**src/rtl/pal_cfg_loader.sv**
```systemverilog
// rtl/pal_cfg_loader.sv - framed byte loader that serialises a PAL config chain and commits on checksum match
module pal_cfg_loader #(
    parameter int          CFG_BITS  = 240,
    parameter logic [7:0]  SYNC_BYTE = 8'hA5,
    parameter int          NUM_BYTES = (CFG_BITS + 7) / 8
) (
    input  logic       clk,
    input  logic       rst_n,
    input  logic [7:0] in_data,
    input  logic       in_valid,
    output logic       in_ready,
    output logic       cfg_data,
    output logic       cfg_shift,
    output logic       cfg_commit,
    output logic       cfg_valid,
    output logic       busy,
    output logic       err
);

    localparam int PAD = NUM_BYTES * 8 - CFG_BITS;
    localparam int BCW = $clog2(NUM_BYTES + 1);

    typedef enum logic [1:0] {
        S_IDLE,
        S_PAYLOAD,
        S_CHECK,
        S_COMMIT
    } state_t;

    state_t          state, state_nx;
    logic [7:0]      sreg;
    logic [7:0]      csum;
    logic [3:0]      bit_cnt;
    logic [BCW-1:0]  byte_cnt;
    logic            accept;
    logic            shifting;
    logic            is_pad;
    logic            last_bit;

    assign accept   = in_valid & in_ready;
    assign shifting = (state == S_PAYLOAD) && (bit_cnt != 4'd0);
    // Leading bits of the first byte fall off the front of the chain and must not be strobed.
    assign is_pad   = (byte_cnt == BCW'(1)) && (bit_cnt > 4'(8 - PAD));
    assign last_bit = (state == S_PAYLOAD) && (bit_cnt == 4'd1) && (byte_cnt == BCW'(NUM_BYTES));

    always_comb begin
        in_ready = 1'b0;
        case (state)
            S_IDLE:    in_ready = 1'b1;
            S_PAYLOAD: in_ready = (bit_cnt == 4'd0);
            S_CHECK:   in_ready = 1'b1;
            default:   in_ready = 1'b0;
        endcase
    end

    assign cfg_shift  = shifting && !is_pad;
    assign cfg_data   = shifting ? sreg[7] : 1'b0;
    assign cfg_commit = (state == S_COMMIT);
    assign busy       = (state != S_IDLE);

    always_comb begin
        state_nx = state;
        case (state)
            S_IDLE: begin
                if (accept && (in_data == SYNC_BYTE))
                    state_nx = S_PAYLOAD;
            end
            S_PAYLOAD: begin
                if (last_bit)
                    state_nx = S_CHECK;
            end
            S_CHECK: begin
                if (accept)
                    state_nx = (in_data == csum) ? S_COMMIT : S_IDLE;
            end
            S_COMMIT: state_nx = S_IDLE;
            default:  state_nx = S_IDLE;
        endcase
    end

    always_ff @(posedge clk or negedge rst_n) begin
        if (!rst_n) begin
            state <= S_IDLE;
        end else begin
            state <= state_nx;
        end
    end

    always_ff @(posedge clk or negedge rst_n) begin
        if (!rst_n) begin
            sreg      <= 8'd0;
            csum      <= 8'd0;
            bit_cnt   <= 4'd0;
            byte_cnt  <= '0;
            err       <= 1'b0;
            cfg_valid <= 1'b0;
        end else begin
            case (state)
                S_IDLE: begin
                    if (accept && (in_data == SYNC_BYTE)) begin
                        err       <= 1'b0;
                        cfg_valid <= 1'b0;
                        csum      <= 8'd0;
                        byte_cnt  <= '0;
                        bit_cnt   <= 4'd0;
                    end
                end
                S_PAYLOAD: begin
                    if (accept) begin
                        sreg     <= in_data;
                        csum     <= csum ^ in_data;
                        byte_cnt <= byte_cnt + BCW'(1);
                        bit_cnt  <= 4'd8;
                    end else if (bit_cnt != 4'd0) begin
                        sreg    <= {sreg[6:0], 1'b0};
                        bit_cnt <= bit_cnt - 4'd1;
                    end
                end
                S_CHECK: begin
                    if (accept && (in_data != csum))
                        err <= 1'b1;
                end
                S_COMMIT: cfg_valid <= 1'b1;
                default: ;
            endcase
        end
    end

endmodule

```
**config.mk**
```make
export PLATFORM = sky130hd
export DESIGN_NAME = pal_cfg_loader
export DESIGN_NICKNAME = d
export VERILOG_FILES = /design/src/rtl/pal_cfg_loader.sv
export SDC_FILE = /design/constraint.sdc
export NUM_CORES = 1
export LEC_CHECK = 0
export BUFFER_PORTS_ARGS = -buffer_cell sky130_fd_sc_hd__buf_2
export CORE_MARGIN = 1.5
export CORE_UTILIZATION = 62
export CTS_BUF_LIST = sky130_fd_sc_hd__clkbuf_4 sky130_fd_sc_hd__clkbuf_8 sky130_fd_sc_hd__clkbuf_16
export DETAILED_ROUTE_END_ITERATION = 6
export PLACE_DENSITY = 0.92
export SYNTH_ARGS = -nofsm -noshare
export SYNTH_HDL_FRONTEND = slang
export SYNTH_SLANG_ARGS = --single-unit
```
**constraint.sdc**
```tcl
create_clock -name clk -period 3.39 [get_ports clk]
set_input_delay 0.1695 -clock clk [delete_from_list [all_inputs] [get_ports clk]]
set_output_delay 0.1695 -clock clk [all_outputs]
set_load 0.02 [all_outputs]
```
### Yosys cells after proc, flatten, opt, wreduce, memory -nomap -nowiden

Cells that the tools add are included.

* add/subtract/negate cells: 2
* order comparisons: 1
* equal/unequal tests: 15
* multiplexer cells: 23
* bitwise operators: 2
* reductions and logical operators: 23

Operators by type and width (number)
* $mux 8: 4
* $pmux 8 s2: 1
* $mux 4: 3
* $reduce_and 3->1: 4
* $mux 5: 2
* $ne 2x2->1 const B: 5
* $pmux 5 s2: 1
* $reduce_bool 2->1: 5
* $eq 8x8->1: 1
* $eq 8x8->1 const B: 1
* $mux 2: 4
* $ne 8x8->1: 1
* $pmux 2 s4: 1
* $pmux 4 s2: 1
* $xor 8x8->8: 1
* $logic_and 1x1->1: 7
* $pmux 1 s2: 3
* $add 5x1->5 const B: 1
* $eq 5x1->1 const B: 1
* $eq 5x5->1 const B: 1
* $eq 2x2->1 const B: 2
* $eq 4x1->1 const B: 1
* $gt 4x4->1 const B: 1
* $logic_not 4->1: 1
* 10 further kinds: 13

* flip-flop bits (word level): 29
* word-level logic and storage cells: 73

### Longest topological paths before layout

* depth in word-level cells: 7
* mapped depth: 8

### Worst setup path after synthesis

No wires, ideal clock.

* path kind: reg-to-reg
* start: reg bit_cnt[0]
* end: reg byte_cnt[1]
* data arrival time: 1.558 ns
* required time: 3.256 ns
* path slack: 1.698 ns
* stages on the path, launching flop included: 8
* clock period less this slack: 1.692 ns
* cell sequence: dfrtp_1 > inv_1 > ha_1 > nor4b_2 > o21ai_2 > a211oi_2 > buf_6 > o22ai_1

* word-level cells in the longest chain between the ends: 6
* elaborated cells between the ends (all ways): 7
* classes of those cells: 2 x eq/ne; 1 x mux; 1 x bitwise; 3 x reduce/logical

RTL lines
* from (decl): line 33 `logic [3:0] bit_cnt;`
* from (signal assigned): line 116 `bit_cnt <= bit_cnt - 4'd1;`
* $logic_not 4->1 *: line 50 `S_PAYLOAD: in_ready = (bit_cnt == 4'd0);`
* $pmux 1 s2 *: line 48 `case (state)`
* $and 1x1->1 *: line 40 `assign accept = in_valid & in_ready;`
* $logic_and 1x1->1: line 100 `if (accept && (in_data == SYNC_BYTE)) begin`
* $ne 2x2->1 (no line)
* $reduce_and 3->1 (no line) *
* to (signal assigned): line 112 `byte_cnt <= byte_cnt + BCW'(1);`
* to (decl): line 34 `logic [BCW-1:0] byte_cnt;`

Every way passes the cells marked *; elsewhere a longest branch is shown, timed or not.
A chain may end at the register's enable or synchronous reset.

### Final worst setup path

* start: reg bit_cnt[0]
* end: out cfg_shift

* word-level cells in the longest chain between the ends: 4
* elaborated cells between the ends (all ways): 6
* classes of those cells: 1 x order compare; 5 x reduce/logical

RTL lines
* $gt 4x4->1: line 43 `assign is_pad = (byte_cnt == BCW'(1)) && (bit_cnt > 4'(8 - PAD));`
* $logic_and 1x1->1: line 43
* $logic_not 1->1: line 56 `assign cfg_shift = shifting && !is_pad;`
* $logic_and 1x1->1 *: line 56
* to (decl): line 13 `output logic cfg_shift,`

Marked as above.

==> summary.md <==
| Metric | Value |
|---|---|
| Share of cells above drive strength 1 | `15.58%` |
| CTS tree | `done` |
| CP endpoint kind | `output port` |
| Boundary Pins | `18` |
| Sequential area share after synthesis | `42.93%` |
| First-pass GRT wire length | `6292 um` |
| Vias in the first global route | `1464` |
| Initial core utilization | `67.01%` |
| Number of buffers added on ports | `17` |
| Root buffer cell | `clkbuf_4` |
| Fin crit share | `68.74%` |
| FILL cells | `192` |
| Clk_skew | `0.01004 ns` |
| WL met1 | `1526 um` |
| Status | `complete, no violations` |
| Post-Syn Area | `1690 sq um` |
| Area delta synth->final | `7.772%` |
| Power density over cell area | `704.6 nW/um^2` |
| Largest net degree at the start of global routing | `30` |
| Post-synth EDFFs | `0` |
| Total congestion overflow | `0` |
| Critical path class | `flip-flop to output port` |
| Fmax | `0.4291 GHz` |
| Remaining DRCs | `0` |
| Post-synth top flop | `dfrtp_1` |
| Core area | `2522 sq um` |
| Design Power | `1.284 mW` |
| Clock sink total | `29` |
| Final worst setup slack | `1.060 ns` |
| Hold_sp | `in_valid` |
| Warnings from Yosys | `0` |
| Initial antenna violation count | `0` |
| Async set or reset register ratio after synthesis | `100.0%` |
| Routed WL | `3743 um` |
| Share of the synthesized area in the top cell type | `42.93%` |
| Antenna Nets Post-Route | `0` |
| Worst reg-to-reg path cell count | `6` |
| Final critical-path required period | `2.330 ns` |
| RSZ-0062 raised after global routing | `false` |
| Worst-Margin Slew | `0.7902 ns` |
| Crit path max fanout | `10` |
| Post-synthesis cell type count | `36` |
| Detail Placement HPWL | `2752 um` |
| Initial DRC Count | `45` |
| Die Y | `55.22 um` |
| WL/cell | `16.34 um` |
| CP startpoint kind | `flip-flop` |
| Via count | `1458` |
| Top Metal Used | `met4` |
| Vias/cell | `6.367` |
| Row count | `18` |
| H-tree level count | `2` |
| Die Area | `3049 sq um` |
| WHS Path Cells | `2` |
| Synthesis-stage register bit count | `29` |
| Ant diodes | `0` |
| P_leak | `0.8648 nW` |
| Final net count | `216` |
| Synth top cells by count | `dfrtp_1 (29), nand3_1 (21), nand2_1 (15)` |
| Yosys top cell by area | `dfrtp_1` |
| Die Width | `55.22 um` |
| Max-cap violations | `0` |
| Reg-to-reg startpoint | `bit_cnt[0]` |
| Hold Crit Class | `primary input to flip-flop` |
| Worst setup path start | `bit_cnt[0]` |
| Post-CTS Setup Bufs | `0` |
| Hold violation total from the final report | `0` |
| Worst skew pair latency | `0.33 ns` |
| Post-Syn Instances | `181` |
| Total track usage | `26.24%` |
| Maximum clock path buffer count | `2` |
| Crit path required time | `3.22 ns` |
| CTS Buf Count | `5` |
| Most frequent cell after synthesis | `dfrtp_1` |
| Post-Syn Nets | `198` |
| Synth Area per Inst | `9.339 sq um` |
| Routed wl met2 | `1948 um` |
| Peak VDD IR | `529.0 uV` |
| Clk slew on worst S/H paths | `0.09 ns` |
| CP arrival | `2.16 ns` |
| Setup Viol. Count Final | `0` |
| Area contributors post-synth | `dfrtp_1 (43%), nand3_1 (6.2%), xor2_1 (5.7%), ha_1 (4.4%), a21oi_1 (4.1%)` |
| Drt first pass iters | `5` |
| Total negative slack | `0 ns` |
| Met3 Routed Length | `166 um` |
| Dpl ws | `1.085 ns` |
| Slew margin rel. | `47.22%` |
| Slew Viols, Final | `0` |
| Placer Congestion | `0.8600` |
## registers in the layout (all words and copies together) (netlist names)
name,cells
byte_cnt,5
sreg,8
err,1
cfg_valid,1
csum,8
bit_cnt,4
state,2
## placed cells by master, fill, tap and decap left out, drive strengths merged, types with 2 or more instances in the layout
cell type / instances
dfrtp: 29
nand4: 2
and2: 3
nor2: 10
ha: 6
nor4: 2
nand2b: 11
o32ai: 2
nand2: 15
and3: 2
a21oi: 14
o22ai: 2
a31oi: 10
nor4b: 2
clkbuf: 7
nor3: 3
mux2i: 3
buf: 17
nand3: 21
inv: 11
o21ai: 5
xor2: 11
## kinds of logic (layout without fill, tap and decap cells)
group                      Yosys count  in the layout  synth area share (%)
adders and majority gates            6              6                 4.441
AOI/OAI and AO/OA                   39             39                 14.58
buffers and inverters               18             36                 5.995
and+or+nand+nor                     75             75                 24.57
xor gates and xnor gates            11             11                 5.699
muxes                                3              3                 1.777
DFF                                 29             29                 42.93
## layer usage
metal	vias up	track usage [%]
met5	-	0
met4	0	17.42
met3	12	4.215
met2	47	44.22
met1	721	30.58
li1	678	-
## worst max-delay path, stage by stage, from the launching register on
cell      delay [ns]
dfrtp_1         0.43
inv_1           0.11
ha_1            0.20
nor3b_4         0.39
nand2b_1        0.43
a41oi_1         0.08
buf_2           0.18
## timing repair
item	CTS	global route
hold buffers	1	0
setup endpoints to repair	0	0
gates resized for setup	0	0
hold endpoints to repair	29	0
## per-stage QoR
step	hold WS, ns	cells	cell area, sq um	util (%)
6_report	0.1415	229	1822	72.22
5_1_grt	0.1492	229	1822	72.22
4_1_cts	0.1378	229	1822	72.22
3_5_place_dp	0.2314	221	1753	69.49
3_3_place_gp	0.2178	221	1753	69.49
2_1_floorplan	-0.1261	181	1690	-
## cell type report
cell class / instances / area (sq um) / share of cell area, %
multi-input combinational: 134 / 863.3 / 47.39
tap: 30 / 37.54 / 2.060
timing repair buffer: 18 / 95.09 / 5.220
clock buffer: 7 / 58.81 / 3.228
inverter: 11 / 41.29 / 2.266
sequential: 29 / 725.7 / 39.84
## worst paths after layout
check / end / slack, ns
max: cfg_shift / 1.06
min: state[0] / 0.14
max reg2reg: bit_cnt[0] / 1.07
min reg2reg: csum[3] / 0.52
max in group asynchronous: sreg[6] / 2.58
min in group asynchronous: byte_cnt[3] / 0.38
## power breakdown
group	switching, mW	internal [mW]
clock network	0.117	0.106
registers	0.134	0.472
logic	0.259	0.197
(Power assumes the default switching activity.)
